`src/rtl/mips16_pkg.sv`:
```
// Shared definitions for the 16-bit four-register datapath: opcodes,
// ALU operation codes and the multi-cycle controller state encoding.
package mips16_pkg;

  // Instruction opcodes (ir[15:12])
  localparam logic [3:0] OP_ADD  = 4'b0000;
  localparam logic [3:0] OP_SUB  = 4'b0001;
  localparam logic [3:0] OP_AND  = 4'b0010;
  localparam logic [3:0] OP_OR   = 4'b0011;
  localparam logic [3:0] OP_NOR  = 4'b0100;
  localparam logic [3:0] OP_NAND = 4'b0101;
  localparam logic [3:0] OP_SLT  = 4'b0110;
  localparam logic [3:0] OP_ADDI = 4'b0111;
  localparam logic [3:0] OP_BEQ  = 4'b1000;

  // ALU operation select codes
  localparam logic [3:0] ALU_AND  = 4'b0000;
  localparam logic [3:0] ALU_OR   = 4'b0001;
  localparam logic [3:0] ALU_ADD  = 4'b0010;
  localparam logic [3:0] ALU_SUB  = 4'b0110;
  localparam logic [3:0] ALU_SLT  = 4'b0111;
  localparam logic [3:0] ALU_NOR  = 4'b1100;
  localparam logic [3:0] ALU_NAND = 4'b1101;

  // Controller states; encoding is visible on the debug state port
  typedef enum logic [2:0] {
    FETCH     = 3'd0,
    DECODE    = 3'd1,
    EXECUTE   = 3'd2,
    WRITEBACK = 3'd3,
    HALT      = 3'd4,
    BRANCH    = 3'd5
  } state_e;

endpackage

```
`src/rtl/mc_decode.sv`:
```
// Opcode decoder for the multi-cycle controller. Purely combinational.
// valid marks ALU/addi opcodes; is_branch marks beq, which is only
// recognised when MC_BRANCH_EN is defined (otherwise 1000 is illegal).
module mc_decode
  import mips16_pkg::*;
(
  input  logic [3:0] opcode,
  output logic       valid,
  output logic       is_branch,
  output logic       reg_dst,
  output logic       alu_src,
  output logic [3:0] alu_control
);

  // Opcode to ALU select / destination / operand-source map
  always_comb begin
    valid       = 1'b0;
    is_branch   = 1'b0;
    reg_dst     = 1'b0;
    alu_src     = 1'b0;
    alu_control = ALU_AND;
    case (opcode)
      OP_ADD:  begin valid = 1'b1; reg_dst = 1'b1; alu_control = ALU_ADD;  end
      OP_SUB:  begin valid = 1'b1; reg_dst = 1'b1; alu_control = ALU_SUB;  end
      OP_AND:  begin valid = 1'b1; reg_dst = 1'b1; alu_control = ALU_AND;  end
      OP_OR:   begin valid = 1'b1; reg_dst = 1'b1; alu_control = ALU_OR;   end
      OP_NOR:  begin valid = 1'b1; reg_dst = 1'b1; alu_control = ALU_NOR;  end
      OP_NAND: begin valid = 1'b1; reg_dst = 1'b1; alu_control = ALU_NAND; end
      OP_SLT:  begin valid = 1'b1; reg_dst = 1'b1; alu_control = ALU_SLT;  end
      OP_ADDI: begin valid = 1'b1; alu_src = 1'b1; alu_control = ALU_ADD;  end
`ifdef MC_BRANCH_EN
      OP_BEQ:  begin is_branch = 1'b1; alu_control = ALU_SUB; end
`endif
      default: valid = 1'b0;
    endcase
  end

endmodule

```
`src/rtl/multicycle_controller.sv`:
```
// Multi-cycle fetch/decode/execute/writeback sequencer for the 16-bit
// datapath. Handshakes with a wait-stated instruction memory, drives the
// IR/PC/register-file strobes and the ALU select, and stops on HALT_WORD.
// Optional feature: define MC_BRANCH_EN to enable beq (opcode 1000) via
// the BRANCH state; without it opcode 1000 is skipped as illegal.
module multicycle_controller
  import mips16_pkg::*;
#(
  parameter logic [15:0] HALT_WORD = 16'hFFFF
) (
  input  logic        clock,
  input  logic        reset,
  input  logic [15:0] ir,
  input  logic        imem_ready,
  input  logic        zero,
  output logic        imem_req,
  output logic        ir_write,
  output logic        pc_write,
  output logic        pc_src,
  output logic        reg_write,
  output logic        reg_dst,
  output logic        alu_src,
  output logic [3:0]  alu_control,
  output logic        halted,
  output logic [15:0] instr_count,
  output logic [2:0]  state
);

  state_e      state_q, state_d;
  logic [15:0] count_q, count_d;

  logic        imem_req_s, ir_write_s, pc_write_s, reg_write_s;

  logic        dec_valid, dec_is_branch, dec_reg_dst, dec_alu_src;
  logic [3:0]  dec_alu_control;

`ifndef MC_BRANCH_EN
  // zero only matters for beq
  logic        unused_zero;
  assign unused_zero = zero;
`endif

  mc_decode u_decode (
    .opcode      (ir[15:12]),
    .valid       (dec_valid),
    .is_branch   (dec_is_branch),
    .reg_dst     (dec_reg_dst),
    .alu_src     (dec_alu_src),
    .alu_control (dec_alu_control)
  );

  // State and retired-instruction counter registers
  always_ff @(posedge clock or posedge reset) begin
    if (reset) begin
      state_q <= FETCH;
      count_q <= 16'd0;
    end else begin
      state_q <= state_d;
      count_q <= count_d;
    end
  end

  // Next-state, strobe and select decode
  always_comb begin
    state_d     = state_q;
    count_d     = count_q;
    imem_req_s  = 1'b0;
    ir_write_s  = 1'b0;
    pc_write_s  = 1'b0;
    reg_write_s = 1'b0;
    pc_src      = 1'b0;
    reg_dst     = 1'b0;
    alu_src     = 1'b0;
    alu_control = ALU_AND;
    case (state_q)
      FETCH: begin
        imem_req_s = 1'b1;
        if (imem_ready) begin
          ir_write_s = 1'b1;
          state_d    = DECODE;
        end else begin
          state_d    = FETCH;
        end
      end
      DECODE: begin
        if (ir == HALT_WORD) begin
          state_d = HALT;
        end else if (dec_valid) begin
          state_d = EXECUTE;
`ifdef MC_BRANCH_EN
        end else if (dec_is_branch) begin
          state_d = BRANCH;
`endif
        end else begin
          // Illegal opcode: step over it without retiring
          pc_write_s = 1'b1;
          state_d    = FETCH;
        end
      end
      EXECUTE: begin
        reg_dst     = dec_reg_dst;
        alu_src     = dec_alu_src;
        alu_control = dec_alu_control;
        state_d     = WRITEBACK;
      end
      WRITEBACK: begin
        reg_dst     = dec_reg_dst;
        alu_src     = dec_alu_src;
        alu_control = dec_alu_control;
        reg_write_s = 1'b1;
        pc_write_s  = 1'b1;
        count_d     = count_q + 16'd1;
        state_d     = FETCH;
      end
`ifdef MC_BRANCH_EN
      BRANCH: begin
        alu_control = ALU_SUB;
        pc_write_s  = 1'b1;
        pc_src      = zero;
        count_d     = count_q + 16'd1;
        state_d     = FETCH;
      end
`endif
      HALT: begin
        state_d = HALT;
      end
      default: begin
        state_d = FETCH;
      end
    endcase
  end

  // Strobes are held inactive for the whole time reset is high
  assign imem_req    = imem_req_s  & ~reset;
  assign ir_write    = ir_write_s  & ~reset;
  assign pc_write    = pc_write_s  & ~reset;
  assign reg_write   = reg_write_s & ~reset;
  assign halted      = (state_q == HALT);
  assign instr_count = count_q;
  assign state       = state_q;

  // dec_is_branch is only consumed when branches are enabled
  logic unused_is_branch;
  assign unused_is_branch = dec_is_branch;

endmodule
```
`config.mk`:
```
export PLATFORM = sky130hd
export DESIGN_NAME = multicycle_controller
export DESIGN_NICKNAME = d
export VERILOG_FILES = /design/src/rtl/mips16_pkg.sv /design/src/rtl/mc_decode.sv /design/src/rtl/multicycle_controller.sv
export SDC_FILE = /design/constraint.sdc
export NUM_CORES = 1
export LEC_CHECK = 0
export CAP_MARGIN = 10
export CORE_MARGIN = 10
export CORE_UTILIZATION = 36
export DETAILED_ROUTE_END_ITERATION = 8
export GPL_ROUTABILITY_DRIVEN = 0
export PLACE_DENSITY = 0.82
export SYNTH_ARGS = -nofsm -noshare
export SYNTH_HDL_FRONTEND = slang
export SYNTH_SLANG_ARGS = --single-unit
```
`constraint.sdc`:
```
create_clock -name clock -period 1.3 [get_ports clock]
set_input_delay 0.26 -clock clock [delete_from_list [all_inputs] [get_ports clock]]
set_output_delay 0.26 -clock clock [all_outputs]
set_load 0.05 [all_outputs]
```
-- Word level (Yosys, flattened, before mapping)
Cells that the tools add are included.
- bitwise logic cells: 5
- reduce and logical (&&, ||, !) cells: 6
- divide/modulo/power cells: 0
- shift operators: 0
- $add $sub $neg: 1
- $mul: 0
- magnitude comparators: 0
- eq/ne operators: 12
- multiplexer cells: 18
- operator list (cell ; count):
    one-hot mux 4 bit (6 select lines) ; 1
    adder 16 x 1 -> 16 bit, second input constant ; 1
    == test 16 bit, second input constant ; 1
    == test 4 x 3 -> 1 bit, second input constant ; 4
    two-way mux 1 bit ; 12
    one-hot mux 3 bit (4 select lines) ; 1
    == test 4 x 2 -> 1 bit, second input constant ; 2
    OR reduction 8 bit ; 1
    OR reduction 7 bit ; 1
    == test 3 x 2 -> 1 bit, second input constant ; 2
    AND 1 bit ; 4
    == test 4 x 1 -> 1 bit, second input constant ; 1
    zero test 4 bit ; 1
    two-way mux 4 bit ; 1
    OR reduction 2 bit ; 2
    == test 3 x 1 -> 1 bit, second input constant ; 1
    == test 3 bit, second input constant ; 1
    zero test 3 bit ; 1
    two-way mux 3 bit ; 1
    two-way mux 2 bit ; 1
    one-hot mux 1 bit (2 select lines) ; 1
    inverter 1 bit ; 1
- logic and storage cells: 44
- bits in read-only memories: 0
- memory bits (writable): 0
- bits in registers: 19
- latch bits: 0
- memories kept: 0

-- Longest topological paths before layout
- depth after elaboration: 7
- depth in mapped cells: 5
- depth with buffers taken out: 5

-- By module
Synthesis repeated with hierarchy kept, for this count alone.
- cell total of the unflattened synthesis: 111
- area, all modules: 1147.4 sq um
- modules (own cells, without submodules) (module ; times used ; cells an instance ; area an instance (sq um) ; seq. area each (sq um)):
    multicycle_controller ; 1 ; 95 ; 1046.0 ; 475.5
    mc_decode ; 1 ; 16 ; 101.3 ; 0.0

-- Worst setup path after synthesis
No wires, ideal clock.
- path kind: reg2out
- start point: register state_q[0] (netlist: state[0])
- end point: output port ir_write
- stages on the path, launching flop included: 4
- arrival: 2.973 ns
- path buffers: 1
- data required time: 1.040 ns
- slack: -1.933 ns
- cells stage by stage: dfrtp_1 buf_4 nor4_1 and2_1
- cells in the longest elaborated chain, start to end: 3
- ends and longest elaborated chain (item ; line ; RTL):
    from (decl) ; multicycle_controller.sv:29 ; state_e state_q, state_d;
    from (signal assigned) ; multicycle_controller.sv:58 ; state_q <= state_d;
    zero test 3 bit ; multicycle_controller.sv:75 ; case (state_q)
    two-way mux 1 bit ; multicycle_controller.sv:75 ;
    AND 1 bit ; multicycle_controller.sv:135 ; assign ir_write = ir_write_s & ~reset;
    to (decl) ; multicycle_controller.sv:17 ; output logic ir_write,
No other way between the ends.

-- Worst setup path in the final report
- start point: register state_q[1] (netlist: state[1])
- end point: output port pc_write
- cells in the longest elaborated chain, start to end: 3
- elaborated cells between the ends (all ways): 4
- classes of those cells: eq/ne (2); mux (1); bitwise (1)
- ends and longest elaborated chain (item ; line ; RTL):
    == test 3 x 2 -> 1 bit / == test 3 x 1 -> 1 bit (equally long branches) ; multicycle_controller.sv:75 ;
    one-hot mux 1 bit (2 select lines) * ; multicycle_controller.sv:75 ;
    AND 1 bit * ; multicycle_controller.sv:136 ; assign pc_write = pc_write_s & ~reset;
    to (decl) ; multicycle_controller.sv:18 ; output logic pc_write,
Every way passes the cells marked *; elsewhere a longest branch is shown, timed or not.

==> impl_metrics.py <==
metrics = {
    "sta": {
        "finalWorstPathRequiredPeriod_ps": 2020,
        "unrepaired_setup_endpoints_after_global_routing": "yes",
        "max_freq_ghz": 0.494,
        "final_critical_path_setup_slack_ps": -722,
        "setup_viol": 32,
        "hold_violations": 0,
        "timing.final.max_slew_violations": 0,
        "period_utilization_pct": 156,
        "clock-skew-final_ps": 14.9,
        "final.setup.tns_ps": -11370,
    },
    "yosys": {
        "yosysWarnings": 0,
        "synth_xor_xnor_area_share_pct": 14.1,
        "yosys_most_used_dff": "sky130_fd_sc_hd__dfrtp_1",
        "synth_top_family_by_area": "simple AND/OR/NAND/NOR gates",
        "yosys.cell_types.count": 33,
        "syn_nets": 126,
        "post_synth_and_or_nand_nor_area_fraction_pct": 30.9,
        "syn-instance-count": 105,
        "synth_edf_count": 0,
        "synth_fa_ha_area_share_pct": 1.18,
        "total_of_flip_flops_plus_latches_after_synthesis": 19,
        "yosysSeqAreaShare_pct": 44.9,
        "postSynthAreaPerCell_um2": 10.1,
        "compound_cell_area_share_of_the_yosys_netlist_pct": 2.72,
        "asyncSetResetFlopFracSynth_pct": 100,
        "synth.mux.area_fraction_pct": 1.89,
        "synth.cell_area_um2": 1060,
    },
    "placement": {
        "number_of_placed_cells_counting_well_taps": 214,
        "dpl.hpwl_um": 3140,
        "port_buffers": 48,
    },
    "worst_setup_path": {
        "arrival_ps": 1760,
        "regToRegStartpoint": "state[2]",
        "r2r_end": "instr_count[6]",
        "startpoint_type": "flip-flop",
        "worstSetupPathType": "flip-flop to output port",
        "worstSetupEndpointType": "output port",
        "worst_r2r_path_depth": 8,
        "cp_data_required_time_ps": 1040,
        "critical_path.max_fanout": 4,
        "regToRegSetupSlack_ps": -410,
    },
    "finish": {
        "finish.utilization_pct": 91.5,
        "layout.cells.non_filler": 231,
        "layout.cells.most_common_list": "31 x sky130_fd_sc_hd__buf_12, 25 x sky130_fd_sc_hd__buf_4, 21 x sky130_fd_sc_hd__buf_6",
        "commonest_non_fill_non_tap_cell_in_the_layout": "sky130_fd_sc_hd__buf_12",
        "insertedDiodeCount": 0,
        "growth_of_design_area_from_synthesis_to_finish_pct": 140,
        "final_layout_size_suffix_gt1_share_pct": 66.0,
        "layout.filler_cells": 97,
        "nNetsFinal": 222,
    },
    "floorplan": {
        "placement_rows": 19,
        "chipHeight_um": 74.2,
        "floorplan.initialDensity_pct": 38.1,
        "fp.dieArea_um2": 5510,
        "coreArea_um2": 2780,
        "number_of_placed_i_o_pins": 51,
        "die_w_um": 74.2,
    },
    "cts": {
        "clock_tree_buf_depth": 2,
        "h-tree-depth": 1,
        "clock_tree_from_tritoncts": "yes",
        "clock_tree.root_cell": "sky130_fd_sc_hd__clkbuf_4",
        "postCtsHoldBufs": 0,
        "worstSkewPairLatency_ps": 310,
        "numCtsBuffers": 3,
        "cts.sink_count": 19,
        "clk_pin_slew_ps": 130,
    },
    "global_routing": {
        "grt_start_max_net_pins": 20,
        "antenna_found_initial": 0,
        "grt_util_all_layers_pct": 17.6,
        "grt_pass1_wl_um": 7560,
        "first_global_vias": 1416,
        "overflow_left_after_global_routing": 0,
    },
    "detailed_routing": {
        "ant_nets": 0,
        "post_drt_via_cell_ratio": 5.45,
        "via_count": 1260,
        "postRouteWirelength_um": 5320,
        "detailedRoute.firstPassIterationCount": 4,
        "drc": 0,
        "drt_iter0_drc": 116,
        "routedWlPerCell_um": 23.0,
    },
    "pwr": {
        "power_uw": 3620,
        "cellPowerDensity_nw_per_um2": 1420,
        "ir_worst_vdd_mv": 1.33,
        "leakage_uw": 0.00112,
    },
    "status": {
        "failing_checks": "setup timing",
        "outcome": "complete, but fails checks",
    },
    "run": {
        "timing.max_cap.violations": 0,
    },
    "hold_path": {
        "timing.hold.worst.class": "input pin to async pin",
    },
}
worst max-delay path by stage:
stage / startpoint / end / slack [ps] / depth (start not counted)
6_report: state[1] / pc_write / -720 / 4
5_1_grt: state[1] / pc_write / -760 / 4
4_1_cts: state[2] / alu_control[3] / -660 / 3
3_5_place_dp: ir[15] / alu_control[3] / -700 / 4
3_3_place_gp: ir[15] / alu_control[3] / -610 / 4
2_1_floorplan: state[1] / alu_control[3] / -640 / 5
per-layer routing:
layer / wire length (um) / vias to the layer above / track usage, %
met5: 0 / - / 0
met4: 155 / 0 / 7.11
met3: 580 / 14 / 6.65
met2: 2620 / 86 / 30.1
met1: 1960 / 612 / 19.1
li1: - / 548 / -
power by group:
group	internal [uW]	switching, uW	total [uW]
Clock	115	209	324
Sequential	700	176	876
Combinational	1210	1200	2420
through the flow:
| stage | instance area [um2] | hold slack, ps | worst slack (ps) |
|---|---|---|---|
| final | 2540 | 531 | -722 |
| after global routing | 2540 | 556 | -760 |
| after CTS | 2450 | 451 | -657 |
| after detailed placement | 2260 | 533 | -699 |
| after global placement | 2260 | 518 | -614 |
| after floorplan | 1210 | 210 | -640 |
kinds of logic (layout without fill, tap and decap cells):
logic type / count (synthesis) / count (layout)
flops: 19 / 19
buf+inv: 8 / 103
other cells: 1 / 1
compound gates: 4 / 4
mux: 2 / 2
xor+xnor: 17 / 17
fa+ha+maj: 1 / 1
simple gates: 53 / 53
cell type report:
| type | instances | area [um2] | share of cell area [%] |
|---|---|---|---|
| clock buffer | 3 | 22.5 | 0.885 |
| inverter | 4 | 17.5 | 0.689 |
| tap | 31 | 38.8 | 1.52 |
| clock inverter | 1 | 5.00 | 0.197 |
| sequential | 19 | 489 | 19.2 |
| timing repair buffer | 95 | 1230 | 48.2 |
| multi-input combinational | 78 | 744 | 29.3 |
Yosys cell counts, types with 2 or more instances:
cell	count	area [um2]
sky130_fd_sc_hd__and2_1	2	12.5
sky130_fd_sc_hd__mux2i_1	2	20.0
sky130_fd_sc_hd__inv_1	4	15.0
sky130_fd_sc_hd__xnor2_1	13	114
sky130_fd_sc_hd__xor2_1	4	35.0
sky130_fd_sc_hd__nor3_1	3	15.0
sky130_fd_sc_hd__buf_4	3	22.5
sky130_fd_sc_hd__nand2_1	10	37.5
sky130_fd_sc_hd__dfrtp_1	19	475
sky130_fd_sc_hd__nand4_1	4	25.0
sky130_fd_sc_hd__nor2_1	12	45.0
sky130_fd_sc_hd__nand3_1	6	30.0
sky130_fd_sc_hd__a21oi_1	2	10.0
sky130_fd_sc_hd__and3_1	2	12.5
registers in the layout (all words and copies together), names as in the netlist:
register	flops
instr_count	16
state	3
what timing repair did:
action                                  4_1_cts  5_1_grt
endpoints found under the setup margin       32       37
hold endpoints to repair                      0        0
resized for setup                            27       17
pin swaps                                    18        6
buffers inserted                              9        7
gates cloned                                  0        0
critical path, cell delays in order (launching register included):
cell and delay [ps]:
sky130_fd_sc_hd__dfrtp_2 460, sky130_fd_sc_hd__nor2_2 80, sky130_fd_sc_hd__or4b_4 530, sky130_fd_sc_hd__a31oi_4 210, sky130_fd_sc_hd__buf_12 160
(Power assumes the default switching activity.)
